## src/rtl/serial_half_add_acc_if.sv

```systemverilog
// Handshake and result bundle for the bit-serial adder/accumulator.
// The master modport is the producer of bit pairs and the consumer of the result.
interface serial_half_add_acc_if #(
  parameter int unsigned WIDTH = 8
);
  logic             START;
  logic             VALID;
  logic             A;
  logic             B;
  logic             ACK;
  logic             READY;
  logic [WIDTH-1:0] SUM;
  logic             COUT;
  logic             DONE;
  logic             BUSY;

  modport master (
    output START, VALID, A, B, ACK,
    input  READY, SUM, COUT, DONE, BUSY
  );

  modport slave (
    input  START, VALID, A, B, ACK,
    output READY, SUM, COUT, DONE, BUSY
  );
endinterface

```

## src/rtl/serial_half_add_acc.sv

```systemverilog
// Bit-serial adder/accumulator: one A/B bit pair per accepted cycle, LSB first,
// half-adder pair plus registered carry, result held with a DONE/ACK handshake.
module serial_half_add_acc #(
  parameter int unsigned WIDTH = 8
) (
  input logic                  CLK,
  input logic                  RST,
  serial_half_add_acc_if.slave bus
);

  localparam int unsigned CntW = $clog2(WIDTH) + 1;
  localparam logic [CntW-1:0] LastBit = CntW'(WIDTH - 1);

  typedef enum logic [1:0] {StIdle, StRun, StDone} state_e;

  state_e            state_q, state_d;
  logic [WIDTH-1:0]  sum_q, sum_d;
  logic              cout_q, cout_d;
  logic              carry_q, carry_d;
  logic [CntW-1:0]   count_q, count_d;

  // Two cascaded half adders: (A,B) then (partial sum, carry).
  logic hs_ab, hc_ab, bit_sum, hc_cin, carry_nxt;

  always_comb begin
    hs_ab     = bus.A ^ bus.B;
    hc_ab     = bus.A & bus.B;
    bit_sum   = hs_ab ^ carry_q;
    hc_cin    = hs_ab & carry_q;
    carry_nxt = hc_ab | hc_cin;
  end

  always_comb begin
    state_d = state_q;
    sum_d   = sum_q;
    cout_d  = cout_q;
    carry_d = carry_q;
    count_d = count_q;
    unique case (state_q)
      StIdle: begin
        if (bus.START) begin
          state_d = StRun;
          sum_d   = '0;
          cout_d  = 1'b0;
          carry_d = 1'b0;
          count_d = '0;
        end
      end
      StRun: begin
        // A/B are only looked at when VALID is high, so X in gaps never lands in state.
        if (bus.VALID) begin
          sum_d   = {bit_sum, sum_q[WIDTH-1:1]};
          carry_d = carry_nxt;
          count_d = count_q + 1'b1;
          if (count_q == LastBit) begin
            cout_d  = carry_nxt;
            state_d = StDone;
          end
        end
      end
      StDone: begin
        if (bus.ACK) begin
          state_d = StIdle;
        end
      end
      default: state_d = StIdle;
    endcase
  end

  always_ff @(posedge CLK) begin
    if (RST) begin
      state_q <= StIdle;
      sum_q   <= '0;
      cout_q  <= 1'b0;
      carry_q <= 1'b0;
      count_q <= '0;
    end else begin
      state_q <= state_d;
      sum_q   <= sum_d;
      cout_q  <= cout_d;
      carry_q <= carry_d;
      count_q <= count_d;
    end
  end

  assign bus.READY = (state_q == StRun);
  assign bus.DONE  = (state_q == StDone);
  assign bus.BUSY  = (state_q != StIdle);
  assign bus.SUM   = sum_q;
  assign bus.COUT  = cout_q;

endmodule

```

## src/flat_wrapper.sv

```systemverilog
// flat-port wrapper written by rule: the top's interface ports become plain ports
module serial_half_add_acc_flat 
#(
  parameter int unsigned WIDTH = 8
)
  (CLK, RST, bus_START, bus_VALID, bus_A, bus_B, bus_ACK, bus_READY, bus_SUM, bus_COUT, bus_DONE, bus_BUSY);
  serial_half_add_acc_if #(.WIDTH(WIDTH)) bus_i ();
  input logic CLK;
  input logic RST;
  input wire logic [$bits(bus_i.START)-1:0] bus_START;
  input wire logic [$bits(bus_i.VALID)-1:0] bus_VALID;
  input wire logic [$bits(bus_i.A)-1:0] bus_A;
  input wire logic [$bits(bus_i.B)-1:0] bus_B;
  input wire logic [$bits(bus_i.ACK)-1:0] bus_ACK;
  output wire logic [$bits(bus_i.READY)-1:0] bus_READY;
  output wire logic [$bits(bus_i.SUM)-1:0] bus_SUM;
  output wire logic [$bits(bus_i.COUT)-1:0] bus_COUT;
  output wire logic [$bits(bus_i.DONE)-1:0] bus_DONE;
  output wire logic [$bits(bus_i.BUSY)-1:0] bus_BUSY;
  assign bus_i.START = bus_START;
  assign bus_i.VALID = bus_VALID;
  assign bus_i.A = bus_A;
  assign bus_i.B = bus_B;
  assign bus_i.ACK = bus_ACK;
  assign bus_READY = bus_i.READY;
  assign bus_SUM = bus_i.SUM;
  assign bus_COUT = bus_i.COUT;
  assign bus_DONE = bus_i.DONE;
  assign bus_BUSY = bus_i.BUSY;
  serial_half_add_acc #(.WIDTH(WIDTH)) u_core (.CLK(CLK), .RST(RST), .bus(bus_i));
endmodule
```

## config.mk

```make
export PLATFORM = sky130hd
export DESIGN_NAME = serial_half_add_acc_flat
export DESIGN_NICKNAME = d
export VERILOG_FILES = /design/src/rtl/serial_half_add_acc_if.sv /design/src/rtl/serial_half_add_acc.sv /design/src/flat_wrapper.sv
export SDC_FILE = /design/constraint.sdc
export NUM_CORES = 1
export LEC_CHECK = 0
export ABC_CLOCK_PERIOD_IN_PS = 1280
export CAP_MARGIN = 20
export CORE_MARGIN = 2
export CORE_UTILIZATION = 45
export DETAILED_ROUTE_END_ITERATION = 8
export PLACE_DENSITY = 0.86
export RECOVER_POWER = 25
export SLEW_MARGIN = 10
export SYNTH_ARGS = -nofsm -noshare
export SYNTH_HDL_FRONTEND = slang
export SYNTH_SLANG_ARGS = --single-unit
```

## constraint.sdc

```tcl
create_clock -name CLK -period 1.28 [get_ports CLK]
set_clock_uncertainty 0.05 [all_clocks]
set_input_delay 0.256 -clock CLK [delete_from_list [all_inputs] [get_ports CLK]]
set_output_delay 0.256 -clock CLK [all_outputs]
set_load 0.01 [all_outputs]
```

==> results by group, run 1 <==
Routing
  – WL/cell: 18.6 um
  – DR vias: 803
  – Post-Route WL: 2460 um
  – First-pass DRT Iterations: 4
  – DRT antenna net count: 0
  – Vias per cell: 6.08
  – DR DRC count: 0
  – DR iter-0 viols: 12

Floorplan
  – Core ar.: 0.00151 mm^2
  – Initial core utilization: 0.475
  – Rows: 14
  – Die area: 0.00193 mm^2
  – I/O pin count: 19
  – Horiz. Die Dim: 43.9 um
  – Overall die height: 43.9 um

Power
  – Max VDD drop: 0.000622 V
  – Pint: 0.000778 W
  – NetSw: 0.000269 W
  – PwrDens: 832 mW/mm^2
  – Clock power share: 0.330
  – Register share of total power: 0.489
  – Switching power share of the total: 0.257
  – Total Power: 0.00105 W
  – Comb pwr share: 0.181
  – P_leak: 0.488 nW

Min path
  – Min-delay src: u_core.bus.SUM[4]
  – Hold EP: u_core.bus.SUM[3]
  – Hold path cells: 2
  – Worst Hold Class: flip-flop to flip-flop

STA
  – Hold Violations, Final: 0
  – Fmax: 0.700 GHz
  – Setup violators final: 17
  – RSZ-0062 raised after global routing: yes
  – Max Slew Vio Count: 0
  – Period utilization: 1.12
  – Slew @ Worst Pin: 310 ps
  – Worst rel slew slack: 0.791
  – Post-route minimum period: 1430 ps
  – Final Worst Setup Slack: -148 ps

Worst setup path
  – Slowest CP cell: dfxtp_2
  – Worst r2r path cells: 7
  – Critical R2R Capture: u_core.bus.SUM[6]
  – CP Buf/Inv Count: 4
  – Levels on crit path: 7
  – Crit path max-delay family: buffers and inverters
  – Kind of start point of the critical path: flip-flop
  – Most frequent CP cell: buf_6
  – Setup crit end kind: flip-flop
  – RR Startpoint: u_core.state_q[1]
  – R2r setup slk: -150 ps
  – Crit path required time: 1460 ps
  – CP Cell Sequence: buf_6 -> buf_6 -> and3b_2 -> buf_6 -> buf_6 -> nand2_2 -> a21oi_2
  – Critical path's largest stage delay: 340 ps
  – Arr. time, crit path: 1610 ps
  – Setup Crit Path Kind: flip-flop to flip-flop
  – Max FO, Critical Path: 5

Final layout
  – Most common cell after layout, fill and taps aside: buf_6
  – Non-filler cells, final: 132
  – Share of cells above drive strength 1: 0.560
  – Commonest cells after routing, fill and taps aside: buf_6 (12), a21oi_2 (9), dfxtp_1 (9)
  – Final Util: 0.835
  – Area Growth Syn to Fin: 75.7%
  – Fin area: 0.00126 mm^2
  – Fillers: 68
  – Final nets: 126
  – Diodes inserted: 0

Clock network
  – Max Root-Sink Buffers: 2
  – Hold buffers post-CTS: 0
  – CTS tree: yes
  – CTS sink count: 16
  – H-Tree Depth: 1
  – Inserted Clock Buffers: 3
  – Worst-Skew Late Latency: 300 ps
  – Root Buffer: clkbuf_4
  – Clk pin slew, worst setup/hold paths: 100 ps

Synth
  – Yosys top cell by area: dfxtp_1
  – Unique masters post-synth: 29
  – Most common flop cell mapped by yosys: dfxtp_1
  – Syn Inst Count: 83
  – Syn Area/Cell: 8.62 um^2
  – Synthesized area: 716 um^2
  – Ys Warns: 0
  – #FFs+latches synth: 16
  – Asr flop ratio synth: 0
  – Share of the synthesized area in the top cell type: 0.448
  – Number of synthesized flops with an enable pin: 0
  – Synth area leaders: dfxtp_1 (45%), a21oi_1 (7.7%), o21ai_0 (7.0%)
  – Syn nets: 92
  – Share of the yosys chip area belonging to registers: 0.448

Global route
  – Total gr overflow: 0
  – Largest net degree at the start of global routing: 17
  – Via count of the first global-routing pass: 703
  – Initial antenna violation count: 0
  – Total track usage: 0.225
  – Global-route wire length before repair: 3140 um

Placement
  – Placed Area: 956 um^2
  – Port bufs: 18
  – Dpl cells: 119
  – Pre-CTS setup slack: -287 ps
  – DP Wirelength: 1080 um
  – GPL Wtd Cong: 0.815

Run
  – Max-cap violations: 0

Run status
  – Violated checks: setup timing
  – Status: complete, but fails checks
==> cell usage after synthesis (2+ instances only) <==
library cell	count
a31oi_1	2
a211oi_1	2
nor2b_1	2
o21ai_0	10
nor3b_1	2
a21oi_1	11
dfxtp_1	16
clkbuf_1	2
nand2_1	12
nand3_1	2
nor2_1	4
==> per-layer routing <==
layer / track usage / up-vias / part of all wire / wire length (um)
met5: 0 / - / 0 / 0
li1: - / 366 / - / -
met3: 0.0417 / 10 / 0.035 / 85
met4: 0.145 / 0 / 0.040 / 98
met2: 0.368 / 32 / 0.51 / 1250
met1: 0.269 / 395 / 0.42 / 1030
==> how the worst max path moves through the flow <==
stage | slack (ps) | from | to
after floorplan | 90 | u_core.state_q[1] | bus_BUSY
after global routing | -180 | u_core.state_q[1] | u_core.bus.SUM[5]
after global placement | -250 | bus_VALID | u_core.bus.SUM[7]
after CTS | -130 | u_core.state_q[1] | bus_BUSY
final | -150 | u_core.state_q[1] | u_core.bus.SUM[6]
after detailed placement | -290 | bus_VALID | u_core.count_q[3]
==> what timing repair did <==
item                                    CTS  global route
endpoints found under the setup margin   24            22
pin swaps                                 6            17
resized for setup                        40            50
gates cloned                              1             1
setup buffers                             4             4
==> worst reg2reg max path, stage by stage, from the launching register on <==
cell and delay [ps]:
dfxtp_2 340, buf_6 120, buf_6 110, and3b_2 290, buf_6 120, buf_6 120, nand2_2 50, a21oi_2 140
==> cell type report <==
class / count / area (um^2) / area share
tap: 16 / 20.0 / 0.0159
clock buffer: 4 / 36.3 / 0.0289
inverter: 1 / 3.75 / 0.00299
sequential: 16 / 337 / 0.268
multi-input combinational: 59 / 497 / 0.395
timing repair buffer: 36 / 364 / 0.290
==> sequential cells by signal, indices dropped and copies added, names as in the netlist <==
| signal | count |
|---|---|
| u_core.state_q | 2 |
| u_core.carry_q | 1 |
| u_core.bus.SUM | 8 |
| u_core.count_q | 4 |
| u_core.bus.COUT | 1 |
==> through the flow <==
step | hold WS (ps) | setup TNS [ps]
2_1_floorplan | 376 | 0
4_1_cts | 413 | -744
6_report | 431 | -1360
3_3_place_gp | 400 | -3490
5_1_grt | 453 | -2020
3_5_place_dp | 405 | -3850
==> power by group through the flow <==
stage,clock [W],sequential (W),combinational [W]
3_5_place_dp,0,0.000523,0.000110
4_1_cts,0.000343,0.000514,0.000136
6_report,0.000345,0.000512,0.000189
3_3_place_gp,0,0.000523,0.000107
2_1_floorplan,0,0.000522,0.0000518
5_1_grt,0.000361,0.000513,0.000198
==> cell families (layout without fill, tap and decap cells) <==
group,after synthesis,count (layout),synth area share
adders and majority gates,2,2,0.0455
muxes,1,1,0.0140
and+or+nand+nor,27,27,0.192
DFF,16,16,0.448
AOI/OAI and AO/OA,29,29,0.240
buffers and inverters,8,41,0.0612
Note: power is estimated with default switching activity, not from simulation.
==> run 2, diff against run 1 <==
==> constraint.sdc (replaced) <==
create_clock -name CLK -period 1.28 [get_ports CLK]
set_clock_uncertainty 0.05 [all_clocks]
set_input_delay 0.32 -clock CLK [delete_from_list [all_inputs] [get_ports CLK]]
set_output_delay 0.32 -clock CLK [all_outputs]
set_load 0.01 [all_outputs]
==> run 2 against run 1 <==
First-iteration DRC count rose to 3.7 times the previous value. Critical path depth decreased by 4. The flow still finishes with violations (setup timing). Sequential share of layout area decreased by 0.55 points. Critical path type is now flip-flop to output pin.
==> results by group, run 2 (synthesis results as in run 1) <==
Floorplan
  – Core ar.: 0.00151 mm^2 (unchanged)
  – Initial core utilization: 0.475 (unchanged)
  – I/O pin count: 19 (unchanged)
  – Rows: 14 (unchanged)
  – Overall die height: 43.9 um (unchanged)
  – Horiz. Die Dim: 43.9 um (unchanged)
  – Die area: 0.00193 mm^2 (unchanged)

Placement
  – GPL Wtd Cong: 0.826 (+1.3%)
  – DP Wirelength: 1110 um (+2.2%)
  – Pre-CTS setup slack: -354 ps (-67.6 ps)
  – Port bufs: 18 (unchanged)
  – Placed Area: 963 um^2 (+0.79%)

Clock network
  – Inserted Clock Buffers: 3 (unchanged)
  – Max Root-Sink Buffers: 2 (unchanged)
  – Clk pin slew, worst setup/hold paths: 110 ps (about the same)
  – CTS sink count: 16 (unchanged)
  – Root Buffer: clkbuf_4
  – H-Tree Depth: 1 (unchanged)
  – Hold buffers post-CTS: 0 (unchanged)
  – Worst-Skew Late Latency: 290 ps (about the same)
  – CTS tree: yes

STA
  – Max Slew Vio Count: 0 (unchanged)
  – RSZ-0062 raised after global routing: yes
  – Worst rel slew slack: 0.815 (+0.0238)
  – Setup violators final: 18 (+1)
  – Hold Violations, Final: 0 (unchanged)
  – Fin Setup TNS: -1510 ps (-146 ps)
  – Fmax: 0.685 GHz (-2.1%)
  – Post-route minimum period: 1460 ps (+31.4 ps)
  – Slew @ Worst Pin: 272 ps (-38.2 ps)
  – Final Worst Setup Slack: -179 ps (-31.4 ps)
  – Period utilization: 1.14 (+0.0245)

Final layout
  – Commonest cells after routing, fill and taps aside: buf_6 (13), a21oi_2 (10), o21ai_1 (9), dfxtp_1 (9)
  – Share of cells above drive strength 1: 0.647 (+0.0867)
  – Fin area: 0.00128 mm^2 (+2.1%)
  – Area Growth Syn to Fin: 79.4%
  – Final nets: 129 (+2.4%)
  – Diodes inserted: 0 (unchanged)
  – Max reg flops: 8 (unchanged)
  – Most common cell after layout, fill and taps aside: buf_6

Run status
  – Violated checks: setup timing
  – Status: complete, but fails checks

Worst setup path
  – Max FO, Critical Path: 3 (-2)
  – R2r setup slk: -150 ps (about the same)
  – Kind of start point of the critical path: flip-flop
  – Setup crit end kind: output pin
  – RR Startpoint: u_core.state_q[1]
  – Arr. time, crit path: 1090 ps (-520 ps)
  – Setup crit start: u_core.state_q[1]
  – Critical R2R Capture: u_core.count_q[3]
  – Setup Crit Path Kind: flip-flop to output pin
  – Worst r2r path cells: 6 (-1)
  – Crit path required time: 910 ps (-550 ps)

Routing
  – Vias per cell: 5.96 (-2.0%)
  – DR vias: 805 (+0.25%)
  – WL/cell: 20.2 um (+8.6%)
  – First-pass DRT Iterations: 4 (unchanged)
  – DR iter-0 viols: 44 (+32)
  – DR DRC count: 0 (unchanged)
  – Post-Route WL: 2730 um (+11%)
  – DRT antenna net count: 0 (unchanged)

Global route
  – Largest net degree at the start of global routing: 17 (unchanged)
  – Via count of the first global-routing pass: 697 (-0.85%)
  – Total track usage: 0.232 (+0.00666)
  – Global-route wire length before repair: 3210 um (+2.2%)
  – Initial antenna violation count: 0 (unchanged)
  – Total gr overflow: 0 (unchanged)

Min path
  – Hold EP: u_core.bus.SUM[3]
  – Min-delay src: u_core.bus.SUM[4]
  – Hold path cells: 2 (unchanged)
  – Worst Hold Class: flip-flop to flip-flop

Power
  – Total Power: 0.00106 W (+1.2%)
  – Max VDD drop: 0.000667 V (+7.2%)
  – P_leak: 0.501 nW (+2.6%)
  – PwrDens: 825 mW/mm^2 (-0.87%)

Run
  – Max-cap violations: 0 (unchanged)
run 2: changes by cell type in the layout (fill, tap and decap cells not counted), sizes merged:
cell | previous run | this run
clkdlybuf4s15 | 4 | 2
buf | 21 | 24
clkdlybuf4s50 | 6 | 5
dlygate4sd2 | 5 | 1
clkbuf | 4 | 11
run 2: layout make-up:
class / instances / area (um^2)
clock buffers: 4 / 36.3
fillers: 73 / 223
inverters: 1 / 3.75
multi-input cells: 59 / 527
flip-flops and latches: 16 / 337
well taps: 16 / 20.0
repair buffers: 39 / 360
run 2: how the worst max path moves through the flow:
stage                              endpoint  slack (ps)  depth (start not counted)
after global routing               bus_BUSY        -210                          3
after detailed placement  u_core.count_q[3]        -350                          4
after CTS                          bus_BUSY        -210                          3
final                              bus_BUSY        -180                          3
after floorplan                    bus_BUSY          20                          3
after global placement    u_core.bus.SUM[7]        -300                          5
run 2: metrics by stage:
step	instances	utilization	hold WS, ps
finish	135	0.852	433
global route	135	0.852	464
CTS	131	0.743	421
detailed placement	120	0.640	405
global placement	120	0.640	400
floorplan	83	-	417
run 2: power breakdown:
group / internal (W) / switching, W / leakage (nW)
registers: 0.000502 / 0.0000123 / 0.134
clock network: 0.000173 / 0.000170 / 0.0210
logic: 0.000107 / 0.0000954 / 0.346
run 2: repair_timing:
action,CTS,global route
endpoints found under the setup margin,24,28
pin swaps,7,25
setup buffers,5,6
gates resized for setup,50,69
endpoints found under the hold margin,0,0
gates cloned,2,0
run 2: critical path, cell delays in order, from the launching register on:
cell and delay, ps:
dfxtp_2 350, buf_6 110, or2_4 220, buf_6 120
run 2: metal layers:
layer  track usage  vias up  part of all wire
met5             0        -                 0
met4         0.127        0             0.028
met3        0.0333       12             0.078
met2         0.382       48              0.49
met1         0.289      370              0.41
li1              -      375                 -
==> run 3, diff against run 2 <==
Settings changed: CAP_MARGIN 20 to not set, CORE_MARGIN 2 to not set.
==> run 3 against run 2 <==
The flow still finishes with violations (setup timing). Sequential power about the same. Critical path depth decreased by 1. Global-route usage down 2.7 points. Worst hold slack worse by 15 ps. Clock power decreased by 5%. Largest cell class unchanged. Die area shrank 8.9%. Non-clock buffer count down 11. First-iteration DRC count down 66%.
==> results by group, run 3 (synthesis results as in run 1) <==
Worst setup path
  – Critical path's largest stage delay: 370 ps (+20 ps)
  – CP Cell Sequence: or2_4 -> buf_6
  – R2r setup slk: -30 ps (+120 ps)
  – Critical R2R Capture: u_core.bus.SUM[3]
  – CP endpoint: bus_BUSY
  – Arr. time, crit path: 1010 ps (-80 ps)
  – Kind of start point of the critical path: flip-flop
  – RR Startpoint: u_core.state_q[0]
  – Slowest CP cell: dfxtp_4
  – Max FO, Critical Path: 5 (+2)
  – Worst r2r path cells: 5 (-1)
  – Setup crit start: u_core.state_q[0]
  – Setup Crit Path Kind: flip-flop to output pin
  – Crit path required time: 910 ps (about the same)
  – Setup crit end kind: output pin

Run status
  – Violated checks: setup timing
  – Status: complete, but fails checks

Routing
  – DR DRC count: 0 (unchanged)
  – First-pass DRT Iterations: 4 (unchanged)
  – DR iter-0 viols: 15 (-66%)
  – DRT antenna net count: 0 (unchanged)
  – Vias per cell: 5.41 (-9.3%)
  – DR vias: 671 (-17%)
  – Post-Route WL: 1690 um (-38%)
  – WL/cell: 13.6 um (-33%)

Power
  – Max VDD drop: 0.000770 V (+15%)
  – PwrDens: 936 mW/mm^2 (+13%)
  – P_leak: 0.380 nW (-24%)

Placement
  – Port bufs: 18 (unchanged)
  – DP Wirelength: 1120 um (+1.7%)
  – Dpl cells: 119 (-0.83%)
  – GPL Wtd Cong: 0.744 (-9.9%)

Global route
  – Total gr overflow: 0 (unchanged)
  – Largest net degree at the start of global routing: 10 (-7)
  – Total track usage: 0.205 (-0.0275)
  – Via count of the first global-routing pass: 616 (-12%)
  – Initial antenna violation count: 0 (unchanged)
  – Global-route wire length before repair: 2840 um (-12%)

STA
  – Fin Setup TNS: -285 ps (+1220 ps)
  – RSZ-0062 raised after global routing: yes
  – Max Slew Vio Count: 0 (unchanged)
  – Post-route minimum period: 1380 ps (-79.7 ps)
  – Slew @ Worst Pin: 222 ps (-50.0 ps)
  – Hold Violations, Final: 0 (unchanged)
  – Setup violators final: 13 (-5)
  – Worst rel slew slack: 0.851 (+0.0367)
  – Fmax: 0.725 GHz (+5.8%)
  – Final Worst Setup Slack: -99.5 ps (+79.7 ps)
  – Period utilization: 1.08 (-0.0622)

Clock network
  – Root Buffer: clkbuf_4
  – CTS tree: yes
  – Inserted Clock Buffers: 3 (unchanged)
  – Clk pin slew, worst setup/hold paths: 90 ps (-20 ps)
  – Hold buffers post-CTS: 0 (unchanged)
  – Max Root-Sink Buffers: 2 (unchanged)
  – H-Tree Depth: 1 (unchanged)
  – Worst-Skew Late Latency: 280 ps (about the same)
  – CTS sink count: 16 (unchanged)

Final layout
  – Final nets: 118 (-8.5%)
  – Share of cells above drive strength 1: 0.343 (-0.304)
  – Diodes inserted: 0 (unchanged)
  – Area Growth Syn to Fin: 42.8%
  – Non-filler cells, final: 124 (-8.1%)
  – Commonest cells after routing, fill and taps aside: nand2_1 (11), a21oi_1 (11), o21ai_0 (10)
  – Max reg flops: 8 (unchanged)
  – Fillers: 117 (+60%)

Floorplan
  – Rows: 14 (unchanged)
  – Core ar.: 0.00149 mm^2 (-1.2%)
  – Initial core utilization: 0.481 (+0.00559)
  – I/O pin count: 19 (unchanged)
  – Die area: 0.00175 mm^2 (-8.9%)
  – Overall die height: 41.9 um (-4.6%)
  – Horiz. Die Dim: 41.9 um (-4.6%)

Run
  – Max-cap violations: 0 (unchanged)

Min path
  – Worst Hold Class: flip-flop to flip-flop
-- run 3: cell types whose count changed in the layout (fill, tap and decap cells not counted), moves of 7 or more --
| cell | change |
|---|---|
| o21ai_1 | -9 |
| buf_6 | -9 |
| o21ai_0 | +9 |
| a21oi_1 | +10 |
| nand2_1 | +9 |
| nand2_2 | -7 |
| a21oi_2 | -10 |
-- run 3: where the power goes --
group          switching [W]  leakage [nW]  internal [W]
clock               0.000151        0.0210      0.000173
combinational      0.0000579         0.226     0.0000640
sequential        0.00000857         0.133      0.000503
total               0.000217         0.380      0.000740
-- run 3: timing repair --
| item | in CTS | in global routing |
|---|---|---|
| setup buffers | 1 | 0 |
| setup endpoints to repair | 23 | 28 |
| pin swaps | 1 | 2 |
| resized for setup | 33 | 27 |
-- run 3: cell type report --
type                       instances  area [um^2]  area share
clock buffer                       4         36.3      0.0355
tap                               16         20.0      0.0196
timing repair buffer              28          235       0.230
multi-input combinational         59          393       0.384
inverter                           1         3.75     0.00367
sequential                        16          334       0.327
-- run 3: critical path: cells and delay by family, from the launching register on --
family | cells | cell delay, ps
DFF | 1 | 370
and+or+nand+nor | 1 | 240
buffers and inverters | 1 | 120
-- run 3: routing by layer --
metal | track usage | up-vias | wire length, um
met5 | 0 | - | 0
met4 | 0.0387 | 0 | 0
met3 | 0.0391 | 0 | 72
met2 | 0.316 | 17 | 868
met1 | 0.299 | 309 | 749
li1 | - | 345 | -
-- run 3: worst min path at each step --
| stage | to | depth (start not counted) | startpoint | slack (ps) |
|---|---|---|---|---|
| floorplan | u_core.carry_q | 2 | u_core.carry_q | 420 |
| global placement | u_core.bus.SUM[0] | 2 | u_core.bus.SUM[1] | 410 |
| detailed placement | u_core.bus.SUM[0] | 2 | u_core.bus.SUM[1] | 410 |
| CTS | u_core.bus.SUM[0] | 2 | u_core.bus.SUM[1] | 420 |
| global route | u_core.bus.SUM[5] | 2 | u_core.bus.SUM[6] | 440 |
| finish | u_core.bus.SUM[0] | 2 | u_core.bus.SUM[1] | 420 |
-- run 3: stage by stage --
step | power, W | worst slack, ps | hold WS, ps | util | instance area [um^2]
final | 0.000957 | -99.5 | 418 | 0.687 | 1020
after detailed placement | 0.000628 | -350 | 413 | 0.634 | 943
after global routing | 0.000999 | -130 | 439 | 0.687 | 1020
after floorplan | 0.000574 | 23.4 | 417 | - | 716
after global placement | 0.000625 | -314 | 406 | 0.634 | 943
after CTS | 0.000952 | -151 | 420 | 0.675 | 1000
